## src/rtl/game_pkg.sv

```systemverilog
// Shared constants and state encoding for the whack-a-mole game controller.
package game_pkg;

  localparam int unsigned GameSecondsDef = 30;
  localparam int unsigned MoleTicksDef   = 1;
  localparam int unsigned MaxScoreDef    = 99;
  localparam int unsigned NumMoles       = 5;
  localparam int unsigned ScoreW         = 7;
  localparam int unsigned MissW          = 4;
  localparam int unsigned TimeW          = 6;
  localparam int unsigned PeriodW        = 4;

  typedef enum logic [1:0] {
    StIdle = 2'd0,
    StArm  = 2'd1,
    StPlay = 2'd2,
    StDone = 2'd3
  } game_state_e;

endpackage

```

## src/rtl/round_timer.sv

```systemverilog
// Round countdown: loads the round length, counts ticks down, flags the last second.
module round_timer
  import game_pkg::*;
#(
  parameter int unsigned GAME_SECONDS = GameSecondsDef
) (
  input  logic             clock,
  input  logic             reset,
  input  logic             load,
  input  logic             dec,
  output logic [TimeW-1:0] time_left,
  output logic             last
);

  logic [TimeW-1:0] time_q;

  // Load wins over decrement; never wraps below zero.
  always_ff @(posedge clock or negedge reset) begin
    if (!reset) begin
      time_q <= '0;
    end else if (load) begin
      time_q <= TimeW'(GAME_SECONDS);
    end else if (dec && (time_q != '0)) begin
      time_q <= time_q - TimeW'(1);
    end
  end

  assign time_left = time_q;
  // The tick arriving while this is high is the one that ends the round.
  assign last      = (time_q == TimeW'(1));

endmodule

```

## src/rtl/game_controller.sv

```systemverilog
// Round sequencing, hit/miss judgement and mole-change requests for whack-a-mole.
module game_controller
  import game_pkg::*;
#(
  parameter int unsigned GAME_SECONDS = GameSecondsDef,
  parameter int unsigned MOLE_TICKS   = MoleTicksDef,
  parameter int unsigned MAX_SCORE    = MaxScoreDef
) (
  input  logic                clock,
  input  logic                reset,
  input  logic                tick,
  input  logic                start_btn,
  input  logic [NumMoles-1:0] hit_btn,
  input  logic [NumMoles-1:0] mole_position,
  output logic                enable,
  output logic                pulse,
  output logic [ScoreW-1:0]   score,
  output logic [MissW-1:0]    misses,
  output logic [TimeW-1:0]    time_left,
  output logic                game_over
);

  localparam logic [ScoreW-1:0]  ScoreMax  = ScoreW'(MAX_SCORE);
  localparam logic [MissW-1:0]   MissMax   = '1;
  localparam logic [PeriodW-1:0] PeriodEnd = PeriodW'(MOLE_TICKS - 1);

  game_state_e        state_q, state_d;
  logic [ScoreW-1:0]  score_q, score_d;
  logic [MissW-1:0]   misses_q, misses_d;
  logic [PeriodW-1:0] period_q, period_d;
  logic               hit_lock_q, hit_lock_d;
  logic               pulse_q, pulse_d;
  logic               enable_q, enable_d;
  logic               game_over_q, game_over_d;

  logic               timer_load, timer_dec, timer_last;
  logic               on_target, hit, miss, expire, final_tick;

  round_timer #(
    .GAME_SECONDS(GAME_SECONDS)
  ) u_round_timer (
    .clock    (clock),
    .reset    (reset),
    .load     (timer_load),
    .dec      (timer_dec),
    .time_left(time_left),
    .last     (timer_last)
  );

  // Next-state, scoring and pulse request; outputs are precomputed from the next state.
  always_comb begin
    state_d    = state_q;
    score_d    = score_q;
    misses_d   = misses_q;
    period_d   = period_q;
    hit_lock_d = hit_lock_q;
    pulse_d    = 1'b0;
    timer_load = 1'b0;
    timer_dec  = 1'b0;
    on_target  = 1'b0;
    hit        = 1'b0;
    miss       = 1'b0;
    expire     = 1'b0;
    final_tick = 1'b0;

    unique case (state_q)
      StIdle, StDone: begin
        if (start_btn) begin
          state_d    = StArm;
          score_d    = '0;
          misses_d   = '0;
          period_d   = '0;
          hit_lock_d = 1'b0;
          timer_load = 1'b1;
          pulse_d    = 1'b1;
        end
      end
      StArm: begin
        state_d = StPlay;
      end
      StPlay: begin
        on_target  = |(hit_btn & mole_position);
        // While locked, presses are neither hits nor misses.
        hit        = on_target && !hit_lock_q;
        miss       = (|hit_btn) && !on_target && !hit_lock_q;
        final_tick = tick && timer_last;

        if (hit) begin
          score_d    = (score_q >= ScoreMax) ? ScoreMax : score_q + ScoreW'(1);
          hit_lock_d = 1'b1;
          period_d   = '0;
        end
        if (miss && (misses_q != MissMax)) begin
          misses_d = misses_q + MissW'(1);
        end
        if (tick) begin
          timer_dec = 1'b1;
          // A hit restarts the mole period, so its own tick does not advance it.
          if (!hit) begin
            if (period_q == PeriodEnd) begin
              period_d = '0;
              expire   = 1'b1;
            end else begin
              period_d = period_q + PeriodW'(1);
            end
          end
        end
        // A new mole is on its way: next-cycle presses are judged against it.
        if (pulse_q) begin
          hit_lock_d = 1'b0;
        end
        if (final_tick) begin
          state_d = StDone;
        end else begin
          // Back-to-back requests collapse; the mole already being replaced is fresh.
          pulse_d = (hit || expire) && !pulse_q;
        end
      end
      default: begin
        state_d = StIdle;
      end
    endcase

    enable_d    = (state_d == StArm) || (state_d == StPlay);
    game_over_d = (state_d == StDone);
  end

  // State and registered outputs.
  always_ff @(posedge clock or negedge reset) begin
    if (!reset) begin
      state_q     <= StIdle;
      score_q     <= '0;
      misses_q    <= '0;
      period_q    <= '0;
      hit_lock_q  <= 1'b0;
      pulse_q     <= 1'b0;
      enable_q    <= 1'b0;
      game_over_q <= 1'b0;
    end else begin
      state_q     <= state_d;
      score_q     <= score_d;
      misses_q    <= misses_d;
      period_q    <= period_d;
      hit_lock_q  <= hit_lock_d;
      pulse_q     <= pulse_d;
      enable_q    <= enable_d;
      game_over_q <= game_over_d;
    end
  end

  assign enable    = enable_q;
  assign pulse     = pulse_q;
  assign score     = score_q;
  assign misses    = misses_q;
  assign game_over = game_over_q;

endmodule
```

## config.mk

```make
export PLATFORM = sky130hd
export DESIGN_NAME = game_controller
export DESIGN_NICKNAME = d
export VERILOG_FILES = /design/src/rtl/game_pkg.sv /design/src/rtl/round_timer.sv /design/src/rtl/game_controller.sv
export SDC_FILE = /design/constraint.sdc
export NUM_CORES = 1
export LEC_CHECK = 0
export CORE_ASPECT_RATIO = 0.75
export CORE_MARGIN = 2
export CORE_UTILIZATION = 55
export DETAILED_ROUTE_END_ITERATION = 6
export DONT_BUFFER_PORTS = 1
export PLACE_DENSITY = 0.78
export SKIP_LAST_GASP = 1
export SYNTH_ARGS = -nofsm -noshare
export SYNTH_HDL_FRONTEND = slang
export SYNTH_SLANG_ARGS = --single-unit
export TNS_END_PERCENT = 50
```

## constraint.sdc

```tcl
create_clock -name clock -period 2.6 [get_ports clock]
set_clock_uncertainty 0.2 [all_clocks]
set_input_delay 0.78 -clock clock [delete_from_list [all_inputs] [get_ports clock]]
set_output_delay 0.78 -clock clock [all_outputs]
set_load 0.1 [all_outputs]
```

======== Yosys cells after proc, flatten, opt, wreduce, memory -nomap -nowiden ========
Cells that the tools add are included.
operators by class
  $add $sub $neg .......................... 4
  magnitude comparators ................... 1
  eq/ne operators ......................... 12
  mux-type cells .......................... 31
  bitwise operators ....................... 1
  reduce and logical (&&, ||, !) cells .... 24
operator list
  operator             count
  $mux 4               6
  $mux 7               3
  $pmux 4 s2           2
  $pmux 7 s2           1
  $mux 1               12
  $mux 6               2
  $reduce_or 5->1      2
  $reduce_and 3->1     3
  $add 4x1->4 const B  2
  $eq 2x2->1 const B   4
  $add 7x1->7 const B  1
  $ge 7x7->1 const B   1
  $logic_and 1x1->1    7
  $eq 6x1->1 const B   1
  $ne 2x2->1 const B   3
  $pmux 2 s3           1
  $reduce_bool 6->1    1
  $sub 6x1->6 const B  1
  $and 5x5->5          1
  $eq 2x1->1 const B   2
  $logic_not 4->1      1
  $mux 2               2
  $ne 4x4->1 const B   1
  $pmux 1 s2           2
  7 further kinds      11
word-level totals
  register bits after elaboration ......... 27
  bits of input ports ..................... 14
  logic and storage cells ................. 82

======== Logic depth before layout (Yosys ltp) ========
Gate-level depths: netlist of run 1.
  word-level depth ........................ 10
  gate-level depth with buffers ........... 7
  gate-level depth less buffers ........... 6

======== By module ========
From an unflattened synthesis of run 1, not the netlist that was laid out.
second synthesis, totals
  cell total of the unflattened synthesis .. 183
  area, all modules ....................... 1,665.3 µm²
modules (own cells, without submodules)
  module           instances  cells each  area an instance (µm²)
  game_controller  1          144         1,282.5
  round_timer      1          39          382.9

======== Least setup slack after synthesis of run 1 ========
No wires, ideal clock.
  path kind ............................... flip-flop to flip-flop
  from .................................... register u_round_timer.time_q[2], in the netlist u_round_timer.time_left[2]
  to ...................................... register enable_q, in the netlist enable
  arrival time ............................ 2.138 ns
  data required time ...................... 2.274 ns
  setup slack ............................. 0.136 ns
  cell stages (with the launch flop) ...... 6
  path buffers ............................ 0
  period minus slack after synthesis ...... 2.464 ns
  path through ............................ dfrtp_1 -> nor4_1 -> and3_1 -> o21ai_0 -> a22oi_1 -> ha_1
between the ends
  cells in the longest elaborated chain, start to end .. 6
RTL lines
  element                                          RTL line                source
  start: declaration                               round_timer.sv:15       logic [TimeW-1:0] time_q;
  start signal: assignment                         round_timer.sv:22       time_q <= TimeW'(GAME_SECONDS);
  start signal: assignment                         round_timer.sv:24       time_q <= time_q - TimeW'(1);
  $eq 6x1->1 (*)                                   round_timer.sv:30       assign last = (time_q == TimeW'(1));
  $logic_and 1x1->1 (*)                            game_controller.sv:86   final_tick = tick && timer_last;
  $mux 2 (*)                                       game_controller.sv:112  if (final_tick) begin
  $pmux 2 s3 (*)                                   game_controller.sv:66   unique case (state_q)
  via state_d[0]                                   game_controller.sv:27   game_state_e state_q, state_d;
  $eq 2x1->1 / $eq 2x2->1 (equally long branches)  game_controller.sv:124  enable_d = (state_d == StArm) || (state_d == StPlay);
  $logic_or 1x1->1 (*)                             game_controller.sv:124
  via enable_d                                     game_controller.sv:33   logic enable_q, enable_d;
  end signal: assignment                           game_controller.sv:146  enable_q <= enable_d;
  end: declaration                                 game_controller.sv:33
Mark *: on every way through the listed nets, which the timed path passes. The rest lies on a longest branch.
A chain may end at the register's enable or synchronous reset.

======== Final worst setup path of run 1 ========
  from .................................... register state_q[0]
  to ...................................... register score_q[6], in the netlist score[6]
between the ends
  cells in the longest elaborated chain, start to end .. 4
RTL lines
  element                                                                  RTL line                source
  start: declaration                                                       game_controller.sv:27
  start signal: assignment                                                 game_controller.sv:131  state_q <= StIdle;
  start signal: assignment                                                 game_controller.sv:140  state_q <= state_d;
  $eq 2x2->1 / $logic_not 2->1 (equally long branches)                     game_controller.sv:66
  $reduce_or 2->1                                                          game_controller.sv:66
  $ne 2x2->1 (no source line) / $reduce_bool 2->1 (equally long branches)  --
  $reduce_and 3->1 (no source line)                                        --
  end signal: assignment                                                   game_controller.sv:141  score_q <= score_d;
  end: declaration                                                         game_controller.sv:28   logic [ScoreW-1:0] score_q, score_d;
Parallel ways exist; a longest one is shown, timed or not.

==> metrics.csv, run 1 <==
metric,value,unit
"FFs w/ async S/R, synth",1.00,
Critical R2R Capture,score[6]$_DFFE_PN0P_,
RSZ-0062 raised after global routing,no,
Final min period,2.31,ns
Synth Area in Compound Gates,0.193,
Starting DRT DRC Count,126,
Root Buffer,clkbuf_8,
main combinational cell family by area after synthesis,simple AND/OR/NAND/NOR gates,
synthesized area per cell,9.38,um^2
share of cells above drive strength 1,0.193,
Starting Density,0.598,
first-pass GRT wire length,6.32,mm
row count,16,
clock tree buffer depth,2,
worst slew pin tran,0.908,ns
clk sink count,27,
worst-path fanout max,10,
footprint of the multi-input gates,863,um^2
post-place setup slack,0.167,ns
Max-slew headroom,0.394,
synthesis-stage register bit count,27,
IO Count,34,
cell count after synthesis,171,
IO Port Bufs,0,
Startpoint Class,register,
Chip Height,50.8,um
simple logic cell fraction of the synthesized area,0.222,
"Worst Path Class, Setup",reg2reg,
main flop type after synthesis,dfrtp_1,
CP endpoint,score[6]$_DFFE_PN0P_,
final antenna-violating net count,0,
final wirelength,3.88,mm
H-tree levels,1,
Final period util,0.889,
xor and xnor area share after synthesis,0.0273,
Final setup viols,0,
fin worst setup slack,0.288,ns
Critical R2R Launch,state_q[0]$_DFF_PN0_,
Max IR drop VDD,731,uV
Routed wire per std cell,16.6,um
# diodes,0,
Post-synth EDFFs,0,
syn_nets,194,
synth warn,0,
sequential share of the synthesized area,0.421,
PD cells,1280,nW/um^2
post-route design area,1880,um^2
via density per instance,6.34,
CTS tree,done,
core area,2680,um^2
Hold Crit Class,in2async,
initial antenna violation count,0,
post-CTS resize count,0,
"Cell Area, Placed",1820,um^2
Global Route Usage Sum,0.246,
Post-Synth Adder-Cell Area,0.0702,
DP HPWL,2.87,mm
CP endpoint kind,register,
"most common cell after layout, fill and taps aside",dfrtp_1,
largest net degree at the start of global routing,28,
status,"complete, no violations",
total die area,3370,um^2
nets,221,
most frequent cells in the layout,"dfrtp_1, buf_4, nand2_1",
Max Freq,0.433,GHz
worst path required time,2.62,ns
total CTS buffers,3,
mux share of post-synthesis cell area,0.0257,
DRC Markers,0,
Critical Path AT,2.33,ns
Clock transition at path regs,0.09,ns
Overflow after GRT,0,
Finished Core Util,0.701,
Worst Reg2Reg Path Length in Cells,6,
Pleak,0.824,nW
RD Place Congestion,0.852,
Max-Cap Viols,0,
first drt pass iteration count,4,
Worst Setup SP,state_q[0]$_DFF_PN0_,
Area growth syn-to-layout,17.3,%
cell area after synthesis,1600,um^2
reg2reg setup slack,0.29,ns
post-synth cell types,49,
Vias,1477,
Worst-Skew Late Latency,0.27,ns
vias in the first global route,1416,
Final Hold Viols,0,
die width,66.4,um
pins over their slew limit,0,
Fin Setup TNS,0,ns
Sequential cell area,676,um^2
fill count,215,
stage by stage:
step           std cells  power, W  hold WS, ns
6_report             233   0.00241        0.112
5_1_grt              233   0.00253        0.107
4_1_cts              233   0.00240        0.114
3_5_place_dp         228   0.00214        0.285
3_3_place_gp         228   0.00207        0.285
2_1_floorplan        171   0.00177        0.284
how the worst min path moves through the flow:
stage	from	to	slack, ns	depth (start not counted)
2_1_floorplan	reset	enable$_DFF_PN0_	0.28	0
3_3_place_gp	reset	misses[2]$_DFFE_PN0P_	0.29	0
3_5_place_dp	reset	misses[2]$_DFFE_PN0P_	0.29	0
4_1_cts	reset	misses[2]$_DFFE_PN0P_	0.11	1
5_1_grt	reset	misses[3]$_DFFE_PN0P_	0.11	1
6_report	reset	misses[3]$_DFFE_PN0P_	0.11	1
sequential cells by signal, summed over array words and instances (netlist names):
| signal | count |
|---|---|
| enable | 1 |
| game_over | 1 |
| hit_lock_q | 1 |
| misses | 4 |
| period_q | 4 |
| pulse | 1 |
| score | 7 |
| state_q | 2 |
| u_round_timer.time_left | 6 |
metal layers:
layer / up-vias / wire (um) / global-route usage
li1: 686 / - / -
met1: 735 / 1600 / 0.295
met2: 50 / 2020 / 0.450
met3: 6 / 207 / 0.0471
met4: 0 / 46 / 0.0612
met5: - / 0 / 0
cell usage after synthesis (2+ instances only):
| cell | count | area [um^2] |
|---|---|---|
| a2111oi_0 | 3 | 26.3 |
| a211oi_1 | 2 | 15.0 |
| a21boi_0 | 2 | 15.0 |
| a21oi_1 | 7 | 35.0 |
| a22oi_1 | 2 | 15.0 |
| and3_1 | 3 | 18.8 |
| clkbuf_1 | 2 | 7.51 |
| dfrtp_1 | 27 | 676 |
| ha_1 | 9 | 113 |
| inv_1 | 14 | 52.6 |
| mux2i_1 | 3 | 30.0 |
| nand2_1 | 16 | 60.1 |
| nand3_1 | 14 | 70.1 |
| nand3b_1 | 4 | 30.0 |
| nand4_1 | 3 | 18.8 |
| nor2_1 | 4 | 15.0 |
| nor2b_1 | 3 | 18.8 |
| nor4_1 | 3 | 18.8 |
| o211ai_1 | 9 | 67.6 |
| o21ai_0 | 6 | 30.0 |
| or3_1 | 3 | 18.8 |
| xnor2_1 | 5 | 43.8 |
cells by family after synthesis:
| logic type | Yosys count |
|---|---|
| AOI/OAI and AO/OA | 44 |
| buffers and inverters | 17 |
| DFF | 27 |
| and+or+nand+nor | 65 |
| muxes | 4 |
| adders and majority gates | 9 |
| xor gates and xnor gates | 5 |
power by group:
group	switching [W]	leakage [nW]	internal (W)
clock network	0.000129	0.0228	0.000110
registers	0.000144	0.343	0.000526
logic	0.00109	0.458	0.000412
total	0.00136	0.824	0.00105
final cells by class:
| type | instances | area share |
|---|---|---|
| clock buffer | 4 | 0.0239 |
| multi-input combinational | 127 | 0.459 |
| timing repair buffer | 25 | 0.106 |
| tap | 36 | 0.0239 |
| sequential | 27 | 0.359 |
| inverter | 14 | 0.0279 |
worst max-delay path: stages (launching register included):
cell	delay, ns
dfrtp_1	0.41
inv_1	0.09
ha_1	0.43
nand2b_1	0.23
o21ai_1	0.26
a2111oi_0	0.44
o22a_1	0.20
what timing repair did:
| action | CTS | global route |
|---|---|---|
| setup buffers | 0 | 0 |
| endpoints found under the hold margin | 27 | 0 |
| hold buffers | 1 | 0 |
Note: power is estimated with default switching activity, not from simulation.
==> inputs of run 2 (changes only) <==
- CORE_MARGIN: 2 -> 1.5
- GPL_TIMING_DRIVEN: not set -> 0
- SKIP_LAST_GASP: 1 -> not set
==> metrics.csv, run 2 (synthesized netlist as in run 1, its figures left out) <==
metric,value,unit
status,"complete, no violations",
Starting DRT DRC Count,109,
Clk pwr share,0.111,
DRC Markers,0,
Psw,0.00133,W
CTS tree,done,
via density per instance,6.30,
Clock transition at path regs,0.11,ns
share of power burned in registers,0.542,
Vias,1336,
PD cells,1290,nW/um^2
# diodes,0,
vias in the first global route,1235,
combinational power share,0.347,
IO Port Bufs,0,
worst path required time,2.58,ns
Finished Core Util,0.648,
final hold slack,0.0970,ns
Worst-Skew Late Latency,0.28,ns
worst-path fanout max,6,
Max-Cap Viols,0,
Largest register FFs,7,
Starting Density,0.598,
H-tree levels,1,
largest net degree at the start of global routing,28,
Sequential cell area,681,um^2
DP HPWL,2.52,mm
Pwr Total,0.00224,W
footprint of the multi-input gates,878,um^2
"Setup Fix Bufs, Post-CTS",0,
"Cell Area, Placed",1650,um^2
Root Buffer,clkbuf_8,
Area growth syn-to-layout,8.42,%
total CTS buffers,3,
Final min period,2.47,ns
"Worst Path Class, Setup",reg2reg,
initial antenna violation count,0,
Final setup viols,0,
die width,65.4,um
Final Hold Viols,0,
Max-slew headroom,0.275,
reg2reg setup slack,0.13,ns
"most common cell after layout, fill and taps aside",dfrtp_1,
Global Route Usage Sum,0.226,
Critical Path AT,2.45,ns
Startpoint Class,register,
first-pass GRT wire length,5.70,mm
RSZ-0062 raised after global routing,yes,
RD Place Congestion,0.823,
P_int,0.000910,W
clock tree buffer depth,2,
Routed wire per std cell,16.7,um
Max Freq,0.405,GHz
Hold Crit Class,in2async,
worst slew pin tran,1.09,ns
total die area,3250,um^2
Overflow after GRT,0,
final wirelength,3.53,mm
final antenna-violating net count,0,
clk sink count,27,
post-route design area,1740,um^2
Pleak,0.707,nW
row count,16,
CP endpoint kind,register,
most frequent cells in the layout,"dfrtp_1, nand2_1, inv_1, nand3_1",
fill count,219,
Max IR drop VDD,526,uV
first drt pass iteration count,4,
Sw Ratio,0.593,
pins over their slew limit,0,
Chip Height,49.8,um
IO Count,34,
nets,200,
core area,2680,um^2
share of cells above drive strength 1,0.125,
Final period util,0.950,
-- run 2: cell types whose count changed in the layout (fill, tap and decap cells not counted) --
cell	change
dfrtp_1	-4
nor4_4	+1
buf_2	+1
clkbuf_2	+1
buf_4	-24
clkinvlp_4	+1
dfrtp_2	+4
nor4_1	-1
-- run 2: stage by stage --
step / worst slack, ns / instances / TNS [ns]
3_3_place_gp: -0.0773 / 207 / -0.0773
3_5_place_dp: -0.171 / 207 / -0.189
2_1_floorplan: 0.136 / 171 / 0
6_report: 0.131 / 212 / 0
4_1_cts: 0.0239 / 212 / 0
5_1_grt: -0.00414 / 212 / -0.00414
-- run 2: power by group through the flow --
| stage | sequential [W] | clock (W) | combinational [W] |
|---|---|---|---|
| floorplan | 0.00118 | 0 | 0.000592 |
| detailed placement | 0.00121 | 0 | 0.000753 |
| finish | 0.00121 | 0.000249 | 0.000776 |
| global placement | 0.00121 | 0 | 0.000717 |
| global route | 0.00123 | 0.000275 | 0.000868 |
| CTS | 0.00121 | 0.000255 | 0.000773 |
-- run 2: critical path, stage by stage (launching register included) --
cell,delay [ns]
dfrtp_1,0.80
ha_1,0.47
a31oi_1,0.19
o21ai_2,0.12
or2_1,0.23
a311o_1,0.35
-- run 2: worst paths after layout --
kind	start	to	depth (start not counted)
setup / recovery	misses[0]$_DFFE_PN0P_	misses[1]$_DFFE_PN0P_	5
hold / removal	reset	enable$_DFF_PN0_	1
setup reg to reg	misses[0]$_DFFE_PN0P_	misses[1]$_DFFE_PN0P_	5
hold reg to reg	period_q[1]$_DFFE_PN0P_	period_q[1]$_DFFE_PN0P_	2
max in group asynchronous	reset	u_round_timer.time_left[0]$_DFFE_PN0P_	1
min in group clock	start_btn	u_round_timer.time_left[5]$_DFFE_PN0P_	1
-- run 2: what timing repair did --
item,CTS,global route
hold endpoints to repair,27,0
setup endpoints to repair,2,3
cloned,0,0
resized for setup,1,7
hold buffers,1,0
-- run 2: cell type report --
type                       count  share of cell area
buffer                         3             0.00791
clock buffer                   3              0.0237
clock inverter                 1             0.00432
inverter                      14              0.0302
multi-input combinational    127               0.505
sequential                    27               0.391
tap                           36              0.0259
timing repair buffer           1              0.0115
-- run 2: metal layers --
layer | GRT usage | share of wire | routed length (um)
met1 | 0.296 | 0.46 | 1640
met2 | 0.384 | 0.50 | 1780
met3 | 0.0639 | 0.028 | 98
met4 | 0.0313 | 0.0040 | 14
met5 | 0 | 0 | 0
